### src/rtl/branch_checkpoint_table.sv
// Branch checkpoint table: per-branch snapshot of active-list id, free-list head and rename map,
// with delay-slot tracking, out-of-order release on resolve and bulk restore on mispredict.
module branch_checkpoint_table #(
  parameter int BRANCH_NUM         = 4,
  parameter int BRANCH_NUM_INDEX   = 2,
  parameter int REG_NUM            = 32,
  parameter int PHYS_REG_NUM_INDEX = 6,
  parameter int AL_INDEX           = 6
) (
  input  logic                                              clk,
  input  logic                                              rst_n,
  input  logic                                              alloc_valid,
  output logic                                              alloc_ready,
  input  logic [AL_INDEX-1:0]                               alloc_branch_id,
  input  logic [PHYS_REG_NUM_INDEX-1:0]                     alloc_free_head,
  input  logic [REG_NUM*PHYS_REG_NUM_INDEX-1:0]             alloc_rename,
  input  logic                                              ds_set,
  input  logic                                              resolve_valid,
  input  logic [AL_INDEX-1:0]                               resolve_branch_id,
  input  logic                                              restore_valid,
  input  logic [BRANCH_NUM-1:0]                             restore_valid_vec,
  input  logic [BRANCH_NUM_INDEX-1:0]                       restore_wr_ptr,
  output logic [BRANCH_NUM-1:0]                             valid,
  output logic [BRANCH_NUM_INDEX-1:0]                       write_pointer,
  output logic                                              full,
  output logic [BRANCH_NUM*AL_INDEX-1:0]                    branch_id,
  output logic [BRANCH_NUM*PHYS_REG_NUM_INDEX-1:0]          free_head_pointer,
  output logic [BRANCH_NUM*REG_NUM*PHYS_REG_NUM_INDEX-1:0]  rename_buffer,
  output logic [BRANCH_NUM-1:0]                             ds_valid
);

  localparam int MAP_W = REG_NUM * PHYS_REG_NUM_INDEX;

  logic [BRANCH_NUM-1:0]                    valid_q, valid_nxt;
  logic [BRANCH_NUM-1:0]                    ds_valid_q, ds_valid_nxt;
  logic [BRANCH_NUM_INDEX-1:0]              wr_ptr_q;
  logic [BRANCH_NUM_INDEX-1:0]              youngest;
  logic [BRANCH_NUM*AL_INDEX-1:0]           branch_id_q;
  logic [BRANCH_NUM*PHYS_REG_NUM_INDEX-1:0] free_head_q;
  logic [BRANCH_NUM*MAP_W-1:0]              rename_q;
  logic                                     alloc_fire;

  assign full        = valid_q[wr_ptr_q];
  assign alloc_ready = !full && !restore_valid;
  assign alloc_fire  = alloc_valid && alloc_ready;
  assign youngest    = wr_ptr_q - 1'b1;

  // ds_set targets the entry allocated before this cycle; a resolve of that same entry wins.
  always_comb begin
    valid_nxt    = valid_q;
    ds_valid_nxt = ds_valid_q;
    if (ds_set && valid_q[youngest]) ds_valid_nxt[youngest] = 1'b1;
    if (resolve_valid) begin
      for (int i = 0; i < BRANCH_NUM; i++) begin
        if (valid_q[i] && (branch_id_q[i*AL_INDEX +: AL_INDEX] == resolve_branch_id)) begin
          valid_nxt[i]    = 1'b0;
          ds_valid_nxt[i] = 1'b0;
        end
      end
    end
    if (alloc_fire) begin
      valid_nxt[wr_ptr_q]    = 1'b1;
      ds_valid_nxt[wr_ptr_q] = 1'b0;
    end
  end

  always_ff @(posedge clk) begin
    if (!rst_n) begin
      valid_q     <= '0;
      ds_valid_q  <= '0;
      wr_ptr_q    <= '0;
      branch_id_q <= '0;
      free_head_q <= '0;
      rename_q    <= '0;
    end else if (restore_valid) begin
      valid_q    <= restore_valid_vec;
      wr_ptr_q   <= restore_wr_ptr;
      ds_valid_q <= ds_valid_q & restore_valid_vec;
    end else begin
      valid_q    <= valid_nxt;
      ds_valid_q <= ds_valid_nxt;
      if (alloc_fire) begin
        wr_ptr_q                                                          <= wr_ptr_q + 1'b1;
        branch_id_q[wr_ptr_q*AL_INDEX +: AL_INDEX]                        <= alloc_branch_id;
        free_head_q[wr_ptr_q*PHYS_REG_NUM_INDEX +: PHYS_REG_NUM_INDEX]    <= alloc_free_head;
        rename_q[wr_ptr_q*MAP_W +: MAP_W]                                 <= alloc_rename;
      end
    end
  end

  assign valid             = valid_q;
  assign ds_valid          = ds_valid_q;
  assign write_pointer     = wr_ptr_q;
  assign branch_id         = branch_id_q;
  assign free_head_pointer = free_head_q;
  assign rename_buffer     = rename_q;

endmodule

### config.mk
export PLATFORM = sky130hd
export DESIGN_NAME = branch_checkpoint_table
export DESIGN_NICKNAME = d
export VERILOG_FILES = /design/src/rtl/branch_checkpoint_table.sv
export SDC_FILE = /design/constraint.sdc
export NUM_CORES = 2
export LEC_CHECK = 0
export ABC_AREA = 0
export ABC_CLOCK_PERIOD_IN_PS = 3600
export CAP_MARGIN = 0
export CELL_PAD_IN_SITES_DETAIL_PLACEMENT = 2
export CELL_PAD_IN_SITES_GLOBAL_PLACEMENT = 2
export CORE_AREA = 8 8 401 403
export CTS_BUF_LIST = sky130_fd_sc_hd__clkbuf_8 sky130_fd_sc_hd__clkbuf_16
export DETAILED_ROUTE_END_ITERATION = 10
export DIE_AREA = 0 0 409 411
export DONT_BUFFER_PORTS = 1
export GPL_TIMING_DRIVEN = 0
export PLACE_DENSITY = 0.52
export RECOVER_POWER = 25
export SYNTH_ARGS = -nofsm -noshare
export SYNTH_HDL_FRONTEND = slang
export SYNTH_SLANG_ARGS = --single-unit
### constraint.sdc
create_clock -name clk -period 3.6 [get_ports clk]
set_clock_uncertainty 0.15 [all_clocks]
set_input_delay 1.08 -clock clk [delete_from_list [all_inputs] [get_ports clk]]
set_output_delay 1.08 -clock clk [all_outputs]
set_load 0.02 [all_outputs]
==> results.yml <==
run_status:
  outcome: "finished, violations left"
  violations: "negative setup slack"
power:
  p_leak_nw: 14.18
  combPwrFrac_pct: 13.4
  ir_drop_uv: 335.2
  p_total_mw: 24.26
  internal_power_mw: 17.02
  p_sw_mw: 7.240
  p_sw_share_pct: 29.84
  power_frac_seq_pct: 39.5
  pwr-share-clk_pct: 47.1
  p_per_area_mw_per_mm2: 591.0
clock_network:
  cts_num_sinks: 826
  insertion_delay_ns: 0.71
  hold_buffers: 0
  htreeDepth: 3
  clk_pin_slew_ns: 0.07
  cts_tree: "built"
  numCtsBuffers: 101
  cts_root_buffer: "clkbuf_16"
  cts_max_path_buffers: 3
synth:
  syn_area_per_cell_sq_um: 8.910
  syn-cell-area_sq_mm: 0.03331
  synth_edf_count: 0
  synth.top_cell.area_share_pct: 49.64
  synthTopCellsByCount: "826 x dfxtp_1, 614 x nand2_1, 456 x a21oi_1"
  synth_top_area_cell: "dfxtp_1"
  synthFlopType: "dfxtp_1"
  yosys-top-cells-area: "dfxtp_1 50%, a22o_1 11%, nand2_1 6.9%"
  synth-seq-cells: 826
  synth_warnings: 0
  synthArstFlopShare_pct: 0
  synthCells: 3739
  yosys.cell_types.count: 56
  synth.most_common_cell: "dfxtp_1"
  ys_seq_area_share_pct: 49.64
  synth_nets: 3969
run:
  cap_viol_max_count: 0
layout:
  fillCellCount: 17425
  design_area_sq_mm: 0.04105
  syn_to_final_growth_pct: 23.23
  nNetsFinal: 4111
  regArea_sq_mm: 0.01655
  fin_util_pct: 26.53
  multi_input_area_sq_mm: 0.01517
  drive_gt1_share_pct: 14.63
routing:
  first_pass_iters: 8
  dr.first_iter.drc_count: 2164
  wl_microns: 242400
  avgViaCountPerCell: 5.389
  drc: 0
  wl_per_cell_microns: 40.18
  via_count: 32514
  postRouteAntennaNets: 0
global_route:
  gr-total-overflow: 0
  grt_usage_pct: 27.30
  grt_pass1_vias: 33740
  grt_pass1_wl_microns: 320100
  antenna_found_initial: 28
  grt_max_degree: 20
die:
  initial_core_util_pct: 21.53
  fp-row-count: 145
  ios: 1050
  die_area_sq_mm: 0.1681
  core_sq_mm: 0.1548
  die_height_microns: 411
  die_width_microns: 409
sta:
  rsz0062_at_grt: "yes"
  fmax_ghz: 0.2737
  finalHoldViolations: 0
  drv_slew: 0
  setup_viol: 1
  timing.slew.headroom_pct: 12.13
  fin_crit_ns: 3.653
  layout_setup_ws_ns: -0.05322
  tightest_slew_ns: 1.318
  fin_crit_sh_pct: 101.5
worst_setup_path:
  worstPathRequired_ns: 2.37
  cp_max_fo: 6
  cp-start-kind: "register"
  end_kind: "primary output"
  cp.arrival_ns: 2.42
  worst-setup-path-type: "register to primary output"
placement:
  port_buffers: 0
  dp_hpwl_microns: 189500
  place_congestion: 0.8636
  placed_area_sq_mm: 0.03603
min_path:
  holdCritPathClass: "input pin to register"
-- final cells by class --
class / instances / share of cell area, %
repair buffers: 46 / 1.280
plain buffers: 392 / 6.102
well taps: 2058 / 6.272
diodes: 11 / 0.06705
flip-flops and latches: 826 / 40.31
clock inverters: 54 / 1.713
inverters: 5 / 0.04572
multi-input cells: 2509 / 36.96
clock buffers: 132 / 7.251
-- cells in the final DEF (no fill, tap or decap), types with 39 or more instances in the layout --
cell	netlist	final
a22oi_1	45	39
dfxtp_1	826	820
o211ai_1	62	62
buf_2	76	53
nor2_1	74	70
a21oi_1	456	452
buf_4	9	49
clkbuf_16	0	110
a22o_1	435	435
nand2b_1	70	70
mux2_2	68	68
clkbuf_2	0	83
nand2_1	614	614
clkbuf_1	274	146
nand3_1	307	307
nor3_1	70	70
a221oi_1	68	66
-- stage by stage --
step | setup WS [ns] | TNS [ns] | instances | hold WS (ns)
after floorplan | 0.2356 | 0 | 3739 | 0.3790
after global placement | -5.284 | -3334.15 | 5797 | 0.3990
after detailed placement | -4.155 | -2555.43 | 5802 | 0.4078
after CTS | -0.1671 | -1.658 | 6014 | 0.2750
after global routing | -0.1680 | -0.1976 | 6022 | 0.3157
final | -0.05322 | -0.05322 | 6033 | 0.3557
-- repair_timing --
| item | in CTS | in global routing |
|---|---|---|
| setup endpoints to repair | 826 | 649 |
| gates cloned | 0 | 0 |
| buffers inserted | 32 | 9 |
| pin swaps | 14 | 3 |
| resized for setup | 335 | 58 |
-- power by group through the flow --
stage               registers [mW]  clock network, mW  logic (mW)
detailed placement            9.78                  0        2.96
global placement              9.78                  0        2.91
finish                        9.57               11.4        3.26
global route                  9.58               12.0        3.44
CTS                           9.58               11.7        3.26
floorplan                     9.65                  0        1.55
-- state kept, by name, indices dropped and copies added (netlist names) --
name,flops
branch_id,24
ds_valid,4
free_head_pointer,24
rename_buffer,768
valid,4
write_pointer,2
-- kinds of logic after synthesis --
family                   Yosys count  synth area share [%]
AO/OA/AOI/OAI                   1222                 25.65
XOR/XNOR                          24                0.6310
buffers and inverters            404                 5.525
flip-flops                       826                 49.64
multiplexers                      73                 2.486
adder cells (fa/ha/maj)            8                0.3005
AND/OR/NAND/NOR                 1182                 15.77
-- path summary, 6_finish.rpt --
| check | start | end | slack, ns | cells after the start |
|---|---|---|---|---|
| worst min register to register | rename_buffer[64]$_SDFFE_PN0P_ | rename_buffer[64]$_SDFFE_PN0P_ | 0.41 | 2 |
| worst min-delay path | alloc_rename[94] | rename_buffer[94]$_SDFFE_PN0P_ | 0.36 | 2 |
| worst max-delay path | write_pointer[0]$_SDFFE_PN0P_ | alloc_ready | -0.05 | 3 |
| worst max register to register | write_pointer[1]$_SDFFE_PN0P_ | rename_buffer[282]$_SDFFE_PN0P_ | 0.04 | 9 |
-- metal layers --
metal | GRT usage, % | part of all wire (%) | vias up
met5 | 0 | 0.017 | -
met4 | 9.189 | 3.6 | 6
met3 | 10.19 | 9.6 | 309
met2 | 47.18 | 48 | 1361
met1 | 30.96 | 38 | 17025
li1 | - | - | 13813
-- worst max-delay path, cell delays in order, from the launching register on --
cell and delay, ns:
dfxtp_4 0.49, buf_8 0.14, mux4_2 0.71, nor2_4 0.37
No activity file was read; power rests on OpenSTA's default activity.
